File: src/rtl/spis_protocol_monitor_if.sv
// Observation bundle between an SPI slave FSM and its passive protocol monitor.
// Latency: none, wires only.
// Backpressure: none; the monitor only listens, it never drives these signals.
//
// Signals: ss_n/mosi/miso are the serial side; sready, rx_valid/rx_data,
// tx_valid/tx_data and valid_miso are the slave's parallel side.
// master modport drives the bundle (the slave or a bench); slave modport observes it.
interface spis_protocol_monitor_if #(
    parameter int RX_W = 10,
    parameter int TX_W = 8
);
    logic            ss_n;
    logic            mosi;
    logic            miso;
    logic            sready;
    logic            rx_valid;
    logic [RX_W-1:0] rx_data;
    logic            tx_valid;
    logic [TX_W-1:0] tx_data;
    logic            valid_miso;

    modport master (
        output ss_n, mosi, miso, sready, rx_valid, rx_data,
               tx_valid, tx_data, valid_miso
    );

    modport slave (
        input  ss_n, mosi, miso, sready, rx_valid, rx_data,
               tx_valid, tx_data, valid_miso
    );
endinterface

File: src/rtl/spis_protocol_monitor.sv
// Passive SPI-slave protocol checker: reset values, sready timing, rx frame timing/content, tx serialisation.
// Latency: a violation sampled at edge N shows in err_flags/err_pulse/err_cnt after edge N (visible in cycle N+1).
// Backpressure: none; purely observes, never stalls or drives the slave.
//
// Ports: clk, rst_n (async, active low); mon = observed slave signals (interface, slave modport);
// clr_err = synchronous clear of err_flags/err_cnt; err_flags[5:0] sticky
// {abort, miso, rx_data, rx_timing, sready, reset}; err_pulse = one cycle per violating cycle;
// err_cnt = saturating violation count; frame_cnt = wrapping count of completed rx frames;
// busy = frame FSM not idle.
// Optional: define SPIS_MON_TXCHK_EN to build the tx latch and MISO/valid_miso checks;
// without it err_flags[4] is tied 0 and the tx signals are only seen by the post-reset check.
module spis_protocol_monitor #(
    parameter int RX_W     = 10,
    parameter int TX_W     = 8,
    parameter int RX_LAT   = 2,
    parameter int SRDY_LAT = 2,
    parameter int CNT_W    = 8
) (
    input  logic                   clk,
    input  logic                   rst_n,
    spis_protocol_monitor_if.slave mon,
    input  logic                   clr_err,
    output logic [5:0]             err_flags,
    output logic                   err_pulse,
    output logic [CNT_W-1:0]       err_cnt,
    output logic [CNT_W-1:0]       frame_cnt,
    output logic                   busy
);

    // ofs counts edges since the detected ss_n fall: at edge T+k, ofs == k.
    localparam int RX_EXP  = RX_W + RX_LAT;
    localparam int OFS_MAX = ((RX_EXP > SRDY_LAT) ? RX_EXP : SRDY_LAT) + 1;
    localparam int OFS_W   = $clog2(OFS_MAX + 1);

    localparam logic [OFS_W-1:0] O_MAX  = OFS_W'(OFS_MAX);
    localparam logic [OFS_W-1:0] O_RXW  = OFS_W'(RX_W);
    localparam logic [OFS_W-1:0] O_EXP  = OFS_W'(RX_EXP);
    localparam logic [OFS_W-1:0] O_SRLO = OFS_W'(SRDY_LAT);
    localparam logic [OFS_W-1:0] O_SRHI = OFS_W'(SRDY_LAT - 1);

    typedef enum logic [2:0] {IDLE, SEL, CAPT, WAIT_RX, DONE} state_t;

    state_t            state, state_nxt;
    logic [OFS_W-1:0]  ofs, ofs_nxt;
    logic [RX_W-1:0]   cap, cap_nxt;
    logic              ss_prev;
    logic              rx_prev;
    logic              chk_pend;
    logic              frame_inc;
    logic [5:0]        viol;
    logic              tx_viol;
    logic [5:0]        viol_all;
    logic              any_viol;

    logic ss_fall, ss_rise, rx_rise, active;

    assign ss_fall = ~mon.ss_n &  ss_prev;
    assign ss_rise =  mon.ss_n & ~ss_prev;
    assign rx_rise =  mon.rx_valid & ~rx_prev;
    assign active  = (state == SEL) || (state == CAPT) || (state == WAIT_RX);
    assign busy    = (state != IDLE);

    always_ff @(posedge clk or negedge rst_n) begin
        if (!rst_n) begin
            state    <= IDLE;
            ofs      <= '0;
            cap      <= '0;
            ss_prev  <= 1'b1;
            rx_prev  <= 1'b0;
            chk_pend <= 1'b1;
        end else begin
            state    <= state_nxt;
            ofs      <= ofs_nxt;
            cap      <= cap_nxt;
            ss_prev  <= mon.ss_n;
            rx_prev  <= mon.rx_valid;
            chk_pend <= 1'b0;
        end
    end

    always_comb begin
        state_nxt = state;
        ofs_nxt   = ofs;
        cap_nxt   = cap;
        frame_inc = 1'b0;
        viol      = '0;

        // One-shot check of the slave's reset outputs on the first edge out of reset.
        if (chk_pend && (mon.rx_valid || (mon.rx_data != '0) || !mon.sready ||
                         mon.valid_miso || mon.miso))
            viol[0] = 1'b1;

        if (state == IDLE) begin
            if (ss_fall) begin
                state_nxt = SEL;
                ofs_nxt   = OFS_W'(1);
                cap_nxt   = '0;
                // With a latency of 1 the "still high" sample falls on the fall edge itself.
                if ((SRDY_LAT == 1) && !mon.sready)
                    viol[1] = 1'b1;
            end
            if (rx_rise)
                viol[2] = 1'b1;
        end else begin
            if (ofs != O_MAX)
                ofs_nxt = ofs + OFS_W'(1);

            if ((SRDY_LAT > 1) && (ofs == O_SRHI) && !mon.sready)
                viol[1] = 1'b1;
            if ((ofs == O_SRLO) && mon.sready)
                viol[1] = 1'b1;

            // MOSI is taken MSB first at T+1..T+RX_W; SEL covers the first bit.
            if (active && (ofs <= O_RXW))
                cap_nxt = {cap[RX_W-2:0], mon.mosi};

            case (state)
                SEL:     state_nxt = CAPT;
                CAPT:    if (ofs == O_RXW) state_nxt = WAIT_RX;
                WAIT_RX: state_nxt = WAIT_RX;
                DONE:    if (mon.ss_n) state_nxt = IDLE;
                default: state_nxt = IDLE;
            endcase

            // The comparison uses cap_nxt so a zero RX_LAT still sees the final bit.
            if (active && (ofs == O_EXP)) begin
                state_nxt = DONE;
                if (mon.rx_valid) begin
                    frame_inc = 1'b1;
                    if (mon.rx_data != cap_nxt)
                        viol[3] = 1'b1;
                end else begin
                    viol[2] = 1'b1;
                end
            end else if (rx_rise) begin
                viol[2] = 1'b1;
            end

            // Abort drops the frame: no rx verdict, no frame count.
            if (active && ss_rise) begin
                state_nxt = IDLE;
                viol[5]   = 1'b1;
                viol[3]   = 1'b0;
                viol[2]   = 1'b0;
                frame_inc = 1'b0;
            end
        end
    end

`ifdef SPIS_MON_TXCHK_EN
    localparam int TK_W = (TX_W > 1) ? $clog2(TX_W) : 1;

    logic            tx_prev;
    logic            vm_prev;
    logic            tx_act;
    logic [TK_W-1:0] tx_k;
    logic [TX_W-1:0] tx_sh;
    logic            tx_rise;

    assign tx_rise = mon.tx_valid & ~tx_prev;

    always_comb begin
        tx_viol = 1'b0;
        if (tx_act) begin
            // valid_miso has to rise together with the first serialised bit.
            if ((tx_k == '0) && !(mon.valid_miso && !vm_prev))
                tx_viol = 1'b1;
            if (mon.miso != tx_sh[TX_W-1])
                tx_viol = 1'b1;
            if (tx_rise)
                tx_viol = 1'b1;
        end
    end

    always_ff @(posedge clk or negedge rst_n) begin
        if (!rst_n) begin
            tx_prev <= 1'b0;
            vm_prev <= 1'b0;
            tx_act  <= 1'b0;
            tx_k    <= '0;
            tx_sh   <= '0;
        end else begin
            tx_prev <= mon.tx_valid;
            vm_prev <= mon.valid_miso;
            if (tx_rise) begin
                tx_act <= 1'b1;
                tx_k   <= '0;
                tx_sh  <= mon.tx_data;
            end else if (tx_act) begin
                tx_sh <= tx_sh << 1;
                tx_k  <= tx_k + TK_W'(1);
                if (tx_k == TK_W'(TX_W - 1))
                    tx_act <= 1'b0;
            end
        end
    end
`else
    logic unused_tx;
    assign unused_tx = ^{mon.tx_valid, mon.tx_data};
    assign tx_viol   = 1'b0;
`endif

    assign viol_all = {viol[5], tx_viol, viol[3:0]};
    assign any_viol = |viol_all;

    always_ff @(posedge clk or negedge rst_n) begin
        if (!rst_n) begin
            err_flags <= '0;
            err_pulse <= 1'b0;
            err_cnt   <= '0;
            frame_cnt <= '0;
        end else begin
            err_pulse <= any_viol;
            frame_cnt <= frame_cnt + CNT_W'(frame_inc);
            // A violation coinciding with clr_err survives the clear.
            if (clr_err) begin
                err_flags <= viol_all;
                err_cnt   <= CNT_W'(any_viol);
            end else begin
                err_flags <= err_flags | viol_all;
                if (any_viol && (err_cnt != {CNT_W{1'b1}}))
                    err_cnt <= err_cnt + CNT_W'(1);
            end
        end
    end

endmodule

File: src/flat_wrapper.sv
// flat-port wrapper written by rule: the top's interface ports become plain ports
module spis_protocol_monitor_flat 
#(
    parameter int RX_W     = 10,
    parameter int TX_W     = 8,
    parameter int RX_LAT   = 2,
    parameter int SRDY_LAT = 2,
    parameter int CNT_W    = 8
)
  (clk, rst_n, clr_err, err_flags, err_pulse, err_cnt, frame_cnt, busy, mon_ss_n, mon_mosi, mon_miso, mon_sready, mon_rx_valid, mon_rx_data, mon_tx_valid, mon_tx_data, mon_valid_miso);
  spis_protocol_monitor_if #(.RX_W(RX_W), .TX_W(TX_W)) mon_i ();
  input  logic clk;
  input  logic rst_n;
  input  logic clr_err;
  output logic [5:0] err_flags;
  output logic err_pulse;
  output logic [CNT_W-1:0] err_cnt;
  output logic [CNT_W-1:0] frame_cnt;
  output logic busy;
  input wire logic [$bits(mon_i.ss_n)-1:0] mon_ss_n;
  input wire logic [$bits(mon_i.mosi)-1:0] mon_mosi;
  input wire logic [$bits(mon_i.miso)-1:0] mon_miso;
  input wire logic [$bits(mon_i.sready)-1:0] mon_sready;
  input wire logic [$bits(mon_i.rx_valid)-1:0] mon_rx_valid;
  input wire logic [$bits(mon_i.rx_data)-1:0] mon_rx_data;
  input wire logic [$bits(mon_i.tx_valid)-1:0] mon_tx_valid;
  input wire logic [$bits(mon_i.tx_data)-1:0] mon_tx_data;
  input wire logic [$bits(mon_i.valid_miso)-1:0] mon_valid_miso;
  assign mon_i.ss_n = mon_ss_n;
  assign mon_i.mosi = mon_mosi;
  assign mon_i.miso = mon_miso;
  assign mon_i.sready = mon_sready;
  assign mon_i.rx_valid = mon_rx_valid;
  assign mon_i.rx_data = mon_rx_data;
  assign mon_i.tx_valid = mon_tx_valid;
  assign mon_i.tx_data = mon_tx_data;
  assign mon_i.valid_miso = mon_valid_miso;
  spis_protocol_monitor #(.RX_W(RX_W), .TX_W(TX_W), .RX_LAT(RX_LAT), .SRDY_LAT(SRDY_LAT), .CNT_W(CNT_W)) u_core (.clk(clk), .rst_n(rst_n), .mon(mon_i), .clr_err(clr_err), .err_flags(err_flags), .err_pulse(err_pulse), .err_cnt(err_cnt), .frame_cnt(frame_cnt), .busy(busy));
endmodule
File: config.mk
export PLATFORM = sky130hd
export DESIGN_NAME = spis_protocol_monitor_flat
export DESIGN_NICKNAME = d
export VERILOG_FILES = /design/src/rtl/spis_protocol_monitor_if.sv /design/src/rtl/spis_protocol_monitor.sv /design/src/flat_wrapper.sv
export SDC_FILE = /design/constraint.sdc
export NUM_CORES = 1
export LEC_CHECK = 0
export ABC_CLOCK_PERIOD_IN_PS = 7200
export CORE_UTILIZATION = 26
export CTS_CLUSTER_DIAMETER = 60
export DETAILED_ROUTE_END_ITERATION = 10
export GPL_TIMING_DRIVEN = 1
export PLACE_DENSITY = 0.46
export SYNTH_ARGS = -nofsm -noshare
export SYNTH_HDL_FRONTEND = slang
export SYNTH_SLANG_ARGS = --single-unit
File: constraint.sdc
create_clock -name clk -period 7.2 [get_ports clk]
set_clock_uncertainty 0.05 [all_clocks]
set_input_delay 1.44 -clock clk [delete_from_list [all_inputs] [get_ports clk]]
set_output_delay 1.44 -clock clk [all_outputs]
set_load 0.02 [all_outputs]
======== Word-level counts from Yosys, hierarchy flattened ========
Index checks and enable logic that the tools add are counted.
storage, ports and cells
  logic and storage cells ................. 93
  input port bits ......................... 28
  register bits ........................... 43
  output and inout port bits .............. 24
operators by class
  bitwise gates (word level) .............. 7
  equal/unequal tests ..................... 14
  add/sub/neg operators ................... 3
  reductions and logical operators ........ 22
  magnitude comparators ................... 1
  muxes and demuxes ....................... 36
operators by type and width
  operator                                               number
  two-way mux 10 bit                                     4
  two-way mux 1 bit                                      18
  two-way mux 3 bit                                      6
  two-way mux 8 bit                                      2
  two-way mux 4 bit                                      3
  case mux 3 bit (4 select lines)                        1
  inequality test 10 bit                                 1
  nonzero test 10 bit                                    1
  adder 8 x 1 -> 8 bit                                   1
  adder 8 x 1 -> 8 bit, second input constant            1
  equality test 4 bit, second input constant             2
  inequality test 8 bit, second input constant           1
  logical AND 1 bit                                      7
  equality test 3 x 2 -> 1 bit, second input constant    2
  logical OR 1 bit                                       6
  two-way mux 6 bit                                      1
  OR 6 bit                                               1
  inequality test 5 x 2 -> 1 bit, second input constant  1
  inequality test 5 bit, second input constant           1
  OR reduction 5 bit                                     1
  adder 4 x 1 -> 4 bit, second input constant            1
  equality test 4 x 1 -> 1 bit, second input constant    1
  equality test 4 x 2 -> 1 bit, second input constant    1
  <= comparator 4 bit, second input constant             1
  other kinds (13)                                       18

======== Depth between registers and ports, before layout ========
  depth in word-level cells ............... 16
  mapped depth ............................ 12
  gate-level depth less buffers ........... 11

======== Least setup slack after synthesis ========
No wires, ideal clock.
  path type ............................... input -> register
  start ................................... input port mon_sready
  end ..................................... register u_core.err_cnt[5]
  path slack .............................. 4.130 ns
  cell stages on the path ................. 8
  data arrival time ....................... 2.943 ns
  library setup time ...................... 0.078 ns
  path buffers ............................ 1
  data required time ...................... 7.072 ns
  cells stage by stage .................... mux2i_1 > or4_1 > and4_4 > a21oi_2 > o21ai_2 > buf_6 > or3_1 > a21oi_1
on the way
  word-level cells in the longest chain between the ends .. 9
ends and longest elaborated chain
  item                              line                                                       RTL
  start, declared                   flat_wrapper.sv:23                                         input wire logic [$bits(mon_i.sready)-1:0] mon_sready;
  zero test 1 bit                   spis_protocol_monitor.sv:89, spis_protocol_monitor.sv:108
  logical OR 1 bit (2 in a row)     spis_protocol_monitor.sv:89                                if (chk_pend && (mon.rx_valid || (mon.rx_data != '0) || !mon.sready ||
  logical OR 1 bit                  spis_protocol_monitor.sv:90                                mon.valid_miso || mon.miso))
  logical AND 1 bit                 spis_protocol_monitor.sv:89
  two-way mux 1 bit                 spis_protocol_monitor.sv:89
  OR reduction 5 bit (*)            spis_protocol_monitor.sv:204                               assign any_viol = |viol_all;
  logical AND 1 bit (*)             spis_protocol_monitor.sv:221                               if (any_viol && (err_cnt != {CNT_W{1'b1}}))
  nonzero test 2 bit (no line) (*)  n/a
  end signal, assigned              spis_protocol_monitor.sv:218                               err_cnt <= CNT_W'(any_viol);
  end signal, assigned              spis_protocol_monitor.sv:222                               err_cnt <= err_cnt + CNT_W'(1);
  end, declared                     spis_protocol_monitor.sv:25                                output logic [CNT_W-1:0] err_cnt,
Mark *: on every way between the ends. The rest lies on a longest branch, timed or not.
A chain may end at the register's enable or synchronous reset.

======== Final worst setup path ========
  start ................................... input port mon_sready
  end ..................................... register u_core.err_cnt[2]
The elaborated chain is that of the path after synthesis.

==> summary.txt <==
Floorplan
  • Die ar.: 9130 um2
  • Core outline area: 8340 um2
  • Die height: 95.5 um
  • Site Rows: 33
  • I/O Pins: 52
  • Die span in x: 95.5 um
  • Starting Density: 27.3%

Logic synthesis
  • Area fraction of the dominant cell type after synthesis: 44.0%
  • Main synth FF type: dfrtp_1
  • Syn_area_per_cell: 9.98 um2
  • Seq cells post-synth: 42
  • Ys async rst share: 100%
  • Top post-synthesis cells by area: dfrtp_1 44%, nand3_1 4.4%, ha_1 3.9%, mux2i_1 3.5%, a21oi_1 3.1%
  • EDFF count, synth: 0
  • Yosys top cell by area: dfrtp_1
  • Count of different cell masters after synthesis: 54
  • Sequential area share after synthesis: 46.3%
  • Cell Area, Synth: 2270 um2
  • Synth warnings: 0
  • Syn Inst Count: 228

Layout
  • # diodes: 0
  • Area Growth Syn to Fin: 25.6%
  • Seq. cell area: 1050 um2
  • Design area: 2860 um2
  • Area of the multi-input gates: 1140 um2
  • # fillers: 874
  • Final #Nets: 306
  • Layout cells sized above 1: 10.7%

Routing
  • Vias post-DR: 1814
  • Average routed wire per standard cell: 13.7 um
  • Via-to-Cell Ratio: 4.81
  • DRT antenna net count: 0
  • DR iter-0 viols: 62
  • Pre-Repair DR Iteration Count: 4
  • DRC: 0
  • Routed wire length: 5160 um

Clock tree
  • Num Clock Sinks: 42
  • Max Buffers Root-to-Sink: 2
  • Setup repair bufs after CTS: 0
  • CTS tree: built
  • Clock transition at path regs: 0.09 ns
  • Hold_buf cts: 0
  • Clock Root Buffer: clkbuf_8
  • Worst-Skew Late Latency: 0.30 ns
  • Cts bufs inserted: 5
  • Post-CTS sizing: 0
  • H-tree depth: 2

Global routing
  • Initial antenna violation count: 0
  • GRT overflow: 0
  • First-pass GRT wire length: 8580 um
  • Largest net degree at the start of global routing: 43
  • GRT Overall Usage: 12.2%
  • Vias in the first global route: 1753

Power and ir drop
  • Pwr Density: 334 nW/um2
  • Power Total: 0.000954 W
  • Maximum VDD drop: 0.000176 V
  • P_leak: 1.24 nW

Place
  • Placed cell areas: 2770 um2
  • Port bufs: 41
  • DP Worst Slack: 3.24 ns
  • Routability cong.: 0.739
  • Post-DP HPWL: 3800 um

Setup path
  • Critical path endpoint category: register
  • Crit Path Max Fanout: 13
  • CP required: 7.35 ns
  • Startpoint Class: input port
  • Arrival time at the worst endpoint: 3.70 ns
  • Crit path kind: in2reg

Timing
  • Rel. slew slack: 36.7%
  • Slack of the critical path: 3.64 ns
  • TNS Setup: 0 ns
  • Final Critical Period: 3.56 ns
  • Max Slew Vio Count: 0
  • Final period util: 49.4%
  • RSZ-0062 raised after global routing: false
  • Achievable Freq: 281 MHz
  • Hold Worst Slack: 0.423 ns
  • Final setup fails: 0
  • Tightest Pin Transition: 0.949 ns
  • Hold Fails Final Rpt: 0

Job
  • Max Cap Violations: 0

Status
  • Run status: completed

Worst hold path
  • Min-Delay Path Class: reg2reg
## critical path, stage by stage
cell,delay [ns]
clkdlybuf4s50_1,0.53
nor4b_1,0.30
nand4_1,0.17
nand2_1,0.13
and4_4,0.23
nand4_1,0.12
o21ai_2,0.42
nor2_2,0.07
mux2_4,0.30
## layout make-up
| class | instances | share of cell area [%] |
|---|---|---|
| Clock buffer | 6 | 2.54 |
| Tap cell | 105 | 4.60 |
| Sequential cell | 42 | 36.9 |
| Clock inverter | 2 | 0.482 |
| Timing Repair Buffer | 41 | 14.2 |
| Inverter | 12 | 1.58 |
| Multi-Input combinational cell | 169 | 39.8 |
## metrics by stage
| stage | instances | utilization (%) |
|---|---|---|
| after global placement | 369 | 33.2 |
| after detailed placement | 369 | 33.2 |
| after CTS | 377 | 34.3 |
| after floorplan | 229 | - |
| after global routing | 377 | 34.3 |
| final | 377 | 34.3 |
## layout by cell type, fill, tap and decap left out, types with 3 or more instances in the layout
cell type and count:
nor2_1 10, nand4_1 4, nor3_1 5, o21ai_1 7, a22o_1 6, nand3_1 20
clkdlybuf4s50_1 40, xor2_1 7, o21ai_2 3, xnor2_1 4, nand2b_1 3, a21oi_1 14
dfrtp_1 40, and3_1 8, o21ai_0 9, nand2_1 15, or3_1 5, mux2i_1 8
ha_1 7, inv_1 12, clkbuf_8 5
## cells in the mapped netlist, types with 2 or more instances
cell type,count
o21ai_1,7
mux2i_1,8
a21oi_1,14
dfstp_2,2
nand3_1,20
nor4_1,2
dfrtp_1,40
nor4b_2,2
nand2b_1,3
o21ai_2,3
nor2_1,10
buf_6,2
o21ai_0,9
a22o_1,6
nor3_1,5
nor2_2,2
or3_1,5
and3_1,8
nand4_1,4
inv_1,12
buf_2,2
xnor2_1,4
xor2_1,7
ha_1,7
nand2_1,15
## power breakdown
part	internal [W]	switching (W)	leakage (nW)	total, W
clock	0.0000685	0.0000854	0.0452	0.000154
combinational	0.000187	0.000242	0.653	0.000429
sequential	0.000296	0.0000754	0.545	0.000371
## sequential cells by signal, summed over array words and instances (netlist names)
signal / flops
u_core.ss_prev: 1
u_core.frame_cnt: 8
u_core.ofs: 4
u_core.cap: 10
u_core.err_flags: 5
u_core.state: 3
u_core.chk_pend: 1
u_core.err_cnt: 8
u_core.rx_prev: 1
u_core.err_pulse: 1
## final timing paths
| check | start | end | slack [ns] | cells after the start |
|---|---|---|---|---|
| max | mon_sready | u_core.err_cnt[2] | 3.64 | 9 |
| max in group asynchronous | rst_n | u_core.ofs[2] | 5.27 | 1 |
| min in group asynchronous | rst_n | u_core.frame_cnt[2] | 1.23 | 1 |
| min | u_core.frame_cnt[7] | u_core.frame_cnt[7] | 0.42 | 1 |
| min reg2reg | u_core.frame_cnt[7] | u_core.frame_cnt[7] | 0.42 | 1 |
| max reg2reg | u_core.ofs[0] | u_core.err_cnt[2] | 4.22 | 11 |
## kinds of logic (layout without fill, tap and decap cells)
family                   Yosys count  in the layout  share of synthesized area [%]
other                              1              2                          0.165
multiplexers                       9              9                           4.18
buffers and inverters             18             61                           3.91
adder cells (fa/ha/maj)            7              7                           3.85
flip-flops                        42             42                           46.3
AO/OA/AOI/OAI                     51             51                           14.9
XOR/XNOR                          11             11                           4.24
AND/OR/NAND/NOR                   89             89                           22.5
## metal layers
layer	part of all wire, %	vias to the layer above	global-route usage, %
li1	-	902	-
met2	47	33	21.1
met4	1.2	0	3.73
met5	0	-	0
met3	3.9	7	2.71
met1	48	872	15.2
(Power assumes the default switching activity.)
